**src/rtl/coproc_feed_ctrl_if.sv**
```systemverilog
// Pixel-source (valid/ready) and coprocessor (novodado/dadorecebido) signal bundle.
// The master modport is the feed controller; the slave side is the source plus coprocessor.
interface coproc_feed_ctrl_if;
  logic [31:0] src_data;
  logic        src_valid;
  logic        src_ready;
  logic [31:0] pixel_export;
  logic        novodado;
  logic        dadorecebido;

  modport master (
    input  src_data, src_valid, dadorecebido,
    output src_ready, pixel_export, novodado
  );

  modport slave (
    output src_data, src_valid, dadorecebido,
    input  src_ready, pixel_export, novodado
  );
endinterface

```
**src/rtl/coproc_feed_ctrl.sv**
```systemverilog
// Feeds one frame of packed grey pixels from a valid/ready source into the edge
// coprocessor over a 4-phase novodado/dadorecebido handshake, with a phase watchdog.
module coproc_feed_ctrl #(
  parameter int unsigned IMG_W   = 64,
  parameter int unsigned IMG_H   = 64,
  parameter int unsigned TIMEOUT = 1023,
  localparam int unsigned WORDS  = IMG_W * IMG_H / 4,
  localparam int unsigned CNT_W  = (WORDS > 1) ? $clog2(WORDS) : 1
) (
  input  logic               clock_50MHz,
  input  logic               reset,
  input  logic               start,
  coproc_feed_ctrl_if.master bus,
  output logic               busy,
  output logic               frame_done,
  output logic               timeout_err,
  output logic [CNT_W-1:0]   word_count
);

  localparam int unsigned WD_W    = 16;
  localparam bit          WD_EN   = (TIMEOUT != 0);
  localparam logic [WD_W-1:0] WD_LAST = WD_W'(TIMEOUT - 1);
  localparam logic [CNT_W-1:0] CNT_LAST = CNT_W'(WORDS - 1);

  typedef enum logic [2:0] {
    S_IDLE, S_WAIT_SRC, S_ASSERT, S_RELEASE, S_DONE, S_ERROR
  } state_t;

  state_t           r_state, w_state_nx;
  logic [31:0]      r_pix, w_pix_nx;
  logic [WD_W-1:0]  r_wd, w_wd_nx;
  logic [CNT_W-1:0] r_cnt, w_cnt_nx;
  logic             r_to, w_to_nx;
  logic             r_src_ready, r_novodado, r_busy, r_done;
  logic             w_xfer, w_wd_hit;

  assign w_xfer   = (r_state == S_WAIT_SRC) && bus.src_valid && r_src_ready;
  assign w_wd_hit = WD_EN && (r_wd == WD_LAST);

  // Next-state, datapath and watchdog decisions
  always_comb begin
    w_state_nx = r_state;
    w_pix_nx   = r_pix;
    w_wd_nx    = r_wd;
    w_cnt_nx   = r_cnt;
    w_to_nx    = r_to;
    case (r_state)
      S_IDLE, S_ERROR: begin
        if (start) begin
          w_state_nx = S_WAIT_SRC;
          w_cnt_nx   = '0;
          w_to_nx    = 1'b0;
        end
      end
      S_WAIT_SRC: begin
        if (w_xfer) begin
          w_state_nx = S_ASSERT;
          w_pix_nx   = bus.src_data;
          w_wd_nx    = '0;
        end
      end
      S_ASSERT: begin
        if (bus.dadorecebido) begin
          w_state_nx = S_RELEASE;
          w_wd_nx    = '0;
        end else if (w_wd_hit) begin
          w_state_nx = S_ERROR;
          w_to_nx    = 1'b1;
        end else begin
          w_wd_nx = r_wd + WD_W'(1);
        end
      end
      S_RELEASE: begin
        // Acknowledge release takes priority over a same-cycle watchdog expiry
        if (!bus.dadorecebido) begin
          if (r_cnt == CNT_LAST) begin
            w_state_nx = S_DONE;
            w_cnt_nx   = '0;
          end else begin
            w_state_nx = S_WAIT_SRC;
            w_cnt_nx   = r_cnt + CNT_W'(1);
          end
        end else if (w_wd_hit) begin
          w_state_nx = S_ERROR;
          w_to_nx    = 1'b1;
        end else begin
          w_wd_nx = r_wd + WD_W'(1);
        end
      end
      S_DONE:  w_state_nx = S_IDLE;
      default: w_state_nx = S_IDLE;
    endcase
  end

  always_ff @(posedge clock_50MHz or posedge reset) begin
    if (reset) begin
      r_state     <= S_IDLE;
      r_pix       <= '0;
      r_wd        <= '0;
      r_cnt       <= '0;
      r_to        <= 1'b0;
      r_src_ready <= 1'b0;
      r_novodado  <= 1'b0;
      r_busy      <= 1'b0;
      r_done      <= 1'b0;
    end else begin
      r_state     <= w_state_nx;
      r_pix       <= w_pix_nx;
      r_wd        <= w_wd_nx;
      r_cnt       <= w_cnt_nx;
      r_to        <= w_to_nx;
      // Outputs registered from the next state so they line up with the state they describe
      r_src_ready <= (w_state_nx == S_WAIT_SRC) && !bus.dadorecebido;
      r_novodado  <= (w_state_nx == S_ASSERT);
      r_busy      <= (w_state_nx == S_WAIT_SRC) || (w_state_nx == S_ASSERT) ||
                     (w_state_nx == S_RELEASE);
      r_done      <= (w_state_nx == S_DONE);
    end
  end

  assign bus.src_ready    = r_src_ready;
  assign bus.pixel_export = r_pix;
  assign bus.novodado     = r_novodado;
  assign busy             = r_busy;
  assign frame_done       = r_done;
  assign timeout_err      = r_to;
  assign word_count       = r_cnt;

endmodule
```
**src/flat_wrapper.sv**
```systemverilog
// flat-port wrapper written by rule: the top's interface ports become plain ports
module coproc_feed_ctrl_flat 
#(
  parameter int unsigned IMG_W   = 64,
  parameter int unsigned IMG_H   = 64,
  parameter int unsigned TIMEOUT = 1023,
  localparam int unsigned WORDS  = IMG_W * IMG_H / 4,
  localparam int unsigned CNT_W  = (WORDS > 1) ? $clog2(WORDS) : 1
)
  (clock_50MHz, reset, start, busy, frame_done, timeout_err, word_count, bus_src_data, bus_src_valid, bus_dadorecebido, bus_src_ready, bus_pixel_export, bus_novodado);
  coproc_feed_ctrl_if bus_i ();
  input  logic clock_50MHz;
  input  logic reset;
  input  logic start;
  output logic busy;
  output logic frame_done;
  output logic timeout_err;
  output logic [CNT_W-1:0] word_count;
  input wire logic [$bits(bus_i.src_data)-1:0] bus_src_data;
  input wire logic [$bits(bus_i.src_valid)-1:0] bus_src_valid;
  input wire logic [$bits(bus_i.dadorecebido)-1:0] bus_dadorecebido;
  output wire logic [$bits(bus_i.src_ready)-1:0] bus_src_ready;
  output wire logic [$bits(bus_i.pixel_export)-1:0] bus_pixel_export;
  output wire logic [$bits(bus_i.novodado)-1:0] bus_novodado;
  assign bus_i.src_data = bus_src_data;
  assign bus_i.src_valid = bus_src_valid;
  assign bus_i.dadorecebido = bus_dadorecebido;
  assign bus_src_ready = bus_i.src_ready;
  assign bus_pixel_export = bus_i.pixel_export;
  assign bus_novodado = bus_i.novodado;
  coproc_feed_ctrl #(.IMG_W(IMG_W), .IMG_H(IMG_H), .TIMEOUT(TIMEOUT)) u_core (.clock_50MHz(clock_50MHz), .reset(reset), .start(start), .bus(bus_i), .busy(busy), .frame_done(frame_done), .timeout_err(timeout_err), .word_count(word_count));
endmodule
```
**config.mk**
```make
export PLATFORM = sky130hd
export DESIGN_NAME = coproc_feed_ctrl_flat
export DESIGN_NICKNAME = d
export VERILOG_FILES = /design/src/rtl/coproc_feed_ctrl_if.sv /design/src/rtl/coproc_feed_ctrl.sv /design/src/flat_wrapper.sv
export SDC_FILE = /design/constraint.sdc
export NUM_CORES = 1
export LEC_CHECK = 0
export ABC_CLOCK_PERIOD_IN_PS = 2600
export CORE_MARGIN = 2
export CORE_UTILIZATION = 48
export DETAILED_ROUTE_END_ITERATION = 8
export HOLD_SLACK_MARGIN = 0.03
export PLACE_DENSITY = 0.88
export SETUP_SLACK_MARGIN = 0.5
export SKIP_CTS_REPAIR_TIMING = 1
export SYNTH_ARGS = -nofsm -noshare
export SYNTH_HDL_FRONTEND = slang
export SYNTH_SLANG_ARGS = --single-unit
```
**constraint.sdc**
```tcl
create_clock -name clock_50MHz -period 2.6 [get_ports clock_50MHz]
set_input_delay 0.52 -clock clock_50MHz [delete_from_list [all_inputs] [get_ports clock_50MHz]]
set_output_delay 0.52 -clock clock_50MHz [all_outputs]
set_load 0.02 [all_outputs]
```
==> results.yml <==
grt:
  track_usage_pct: 22.7
  grt_max_degree: 43
  globalRoute.totalOverflow: 0
  grt_pass1_vias: 2728
  antenna_found_initial: 0
  grt_pass1_wl_mm: 13.0
hold_path:
  hold_class: "register to register"
  hold_depth: 1
pwr:
  power_density_mw_per_mm2: 1020
  power.total_w: 0.00448
  leakage_nw: 1.84
  ir_drop_mv: 0.838
final_layout:
  final_cells: 465
  fillCellCount: 451
  multi_input_area_mm2: 0.00150
  nNetsFinal: 424
  diodes: 0
  postLayoutCoreUtil_pct: 69.5
  layout-drive-gt1-share_pct: 21.9
  regArea_mm2: 0.00165
  area.growth.synth_to_final_pct: 39.6
clock_tree:
  cts_buffers: 9
  tritoncts: "yes"
  cts-root-buf: "clkbuf_8"
  clock-sinks: 66
  cts_buffer_depth: 2
  clock_latency_ns: 0.35
  clk_pin_slew_ns: 0.07
  cts_max_level: 3
timing:
  slew_viol_final: 0
  tightest_slew_ns: 0.630
  timing.hold.ws_ns: 0.507
  max_freq_mhz: 470
  fin_crit_sh_pct: 81.9
  min_period_ns: 2.13
  maxSlewHeadroom_pct: 57.6
  setup_ws_ns: 0.471
  hold_viol: 0
  skew_ns: 0.00753
  rsz0062_at_grt: "yes"
  setup_viol: 0
place:
  numPlacedInstances: 448
  dp_slack_ns: -0.00161
  globalplace.congestion: 0.858
  io_buffer_count: 83
  place_hpwl_mm: 5.71
floorplanning:
  core_mm2: 0.00635
  ios: 84
  die_x_um: 85.2
  die_area_mm2: 0.00725
  fp.dieH_um: 85.2
  initial_core_util_pct: 49.8
  std_cell_rows: 29
drt:
  drtIter0Drc: 155
  dr.pass1.iters: 4
  wire_per_inst_um: 17.0
  drcViolationCount: 0
  finalWirelength_mm: 7.93
  viasPerCell: 5.70
  num_vias: 2651
  antenna_left: 0
setup_path:
  crit_start: "u_core.r_wd[0]$_DFFE_PP0P_"
  cp.required_ns: 2.81
  worst_r2r_startpoint: "u_core.r_wd[0]$_DFFE_PP0P_"
  end_kind: "register"
  r2r-end: "u_core.busy$_DFF_PP0_"
  arrival_ns: 2.34
  cp_cell_sequence: "inv_2 -> ha_1 -> or4b_4 -> or4_4 -> a31oi_4 -> a21oi_1"
  crit_slowest_cell: "or4_4"
  worstSetupEndpoint: "u_core.busy$_DFF_PP0_"
  slowest_delay_ns: 0.59
  r2r_cells: 6
  r2r_slack_ns: 0.47
  path_class: "register to register"
  setup.worst_path.start_class: "register"
  critical_path.max_fanout: 4
yosys:
  ys_seq_area_share_pct: 52.2
  synth_cell_type_count: 50
  synth-main-ff-cell: "dfrtp_1"
  synth_edf_count: 0
  syn_area_per_cell_um2: 11.0
  synthesis.nets: 328
  synth_area_mm2: 0.00316
  synth-async-reset-ratio_pct: 100
  ys_seq_elements: 66
  yosysWarnings: 0
  syn_inst: 288
flow_run:
  maxCapViolCount: 0
run_status:
  outcome: "completed"
-- layout by cell type, fill, tap and decap left out, types with 5 or more instances in the layout --
cell / Yosys / routed
a21o_1: 5 / 5
a21oi_1: 14 / 12
a22o_1: 6 / 6
buf_4: 1 / 12
clkbuf_8: 0 / 11
clkdlybuf4s50_1: 0 / 82
dfrtp_1: 66 / 64
mux2_2: 34 / 34
nand2_1: 20 / 20
nand3_1: 12 / 12
nor2_1: 23 / 23
o21ai_0: 18 / 18
or3_1: 7 / 6
xnor2_1: 6 / 6
-- cells by family (layout without fill, tap and decap cells) --
group,after synthesis,count (layout),share of synthesized area [%]
adder cells (fa/ha/maj),3,3,1.19
AO/OA/AOI/OAI,60,60,12.6
flip-flops,66,66,52.2
AND/OR/NAND/NOR,100,100,17.6
buffers and inverters,19,119,2.57
multiplexers,34,34,12.1
XOR/XNOR,6,6,1.66
-- worst min-delay path by stage --
| stage | slack, ns | to | startpoint |
|---|---|---|---|
| 5_1_grt | 0.52 | u_core.bus.pixel_export[1]$_DFFE_PP0P_ | u_core.bus.pixel_export[1]$_DFFE_PP0P_ |
| 2_1_floorplan | 0.50 | u_core.r_wd[3]$_DFFE_PP0P_ | u_core.r_wd[3]$_DFFE_PP0P_ |
| 3_5_place_dp | 0.50 | u_core.bus.pixel_export[15]$_DFFE_PP0P_ | u_core.bus.pixel_export[15]$_DFFE_PP0P_ |
| 4_1_cts | 0.51 | u_core.bus.pixel_export[1]$_DFFE_PP0P_ | u_core.bus.pixel_export[1]$_DFFE_PP0P_ |
| 6_report | 0.51 | u_core.bus.pixel_export[12]$_DFFE_PP0P_ | u_core.bus.pixel_export[12]$_DFFE_PP0P_ |
| 3_3_place_gp | 0.49 | u_core.bus.pixel_export[10]$_DFFE_PP0P_ | u_core.bus.pixel_export[10]$_DFFE_PP0P_ |
-- final cells by class --
cell class,instances,share of cell area [%]
sequential,66,37.5
multi-input combinational,203,34.0
timing repair buffer,97,21.8
clock buffer,13,3.60
tap,77,2.18
inverter,7,0.680
clock inverter,2,0.283
-- sequential cells by signal (all words and copies together), names as in the netlist --
register / cells
u_core.word_count: 10
u_core.timeout_err: 1
u_core.bus.src_ready: 1
u_core.busy: 1
u_core.r_state: 3
u_core.bus.pixel_export: 32
u_core.r_wd: 16
u_core.frame_done: 1
u_core.bus.novodado: 1
-- synthesized netlist by cell type, drive strengths merged (2+ instances only) --
cell / instances / area share (%)
nand3: 12 / 1.9
or4b: 3 / 1.1
nor3b: 2 / 0.47
nand2: 20 / 2.4
nor3: 5 / 0.79
nand4b: 2 / 1.0
a21boi: 2 / 0.83
inv: 7 / 0.83
xnor2: 6 / 1.7
buf: 6 / 0.99
o21ai: 19 / 3.0
and3: 3 / 0.59
nor4: 4 / 0.79
nand2b: 5 / 0.99
a22o: 6 / 1.7
nor2: 23 / 2.7
a21o: 5 / 1.2
or3: 7 / 1.4
a21oi: 14 / 2.2
nand4: 3 / 0.59
or4: 3 / 0.83
nand3b: 2 / 0.47
o31ai: 2 / 0.47
mux2: 34 / 12
a41oi: 2 / 0.55
clkbuf: 6 / 0.75
ha: 3 / 1.2
a31oi: 4 / 0.99
dfrtp: 66 / 52
nor2b: 2 / 0.40
-- metal layers --
layer	share of wire, %	GRT usage, %
met5	0	0
met4	1.3	6.64
met3	6.1	7.39
met2	53	39.6
met1	39	26.8
-- through the flow --
stage | TNS, ns | area, um2
floorplan | 0 | 3170
finish | 0 | 4410
global placement | 0 | 4160
detailed placement | -0.00161 | 4160
global route | 0 | 4410
CTS | 0 | 4330
-- report_power, final --
group / leakage (nW) / total (W) / switching, W / internal [W]
registers: 0.840 / 0.00160 / 0.000241 / 0.00136
clock network: 0.0855 / 0.000767 / 0.000375 / 0.000392
logic: 0.914 / 0.00212 / 0.00104 / 0.00108
-- critical path: cells and delay by family (launching register included) --
family,cells,cell delay (ns)
AOI/OAI and AO/OA,2,0.34
adders and majority gates,1,0.13
buffers and inverters,1,0.05
DFF,1,0.41
and+or+nand+nor,2,1.07
Power figures use the tool's default switching activity.
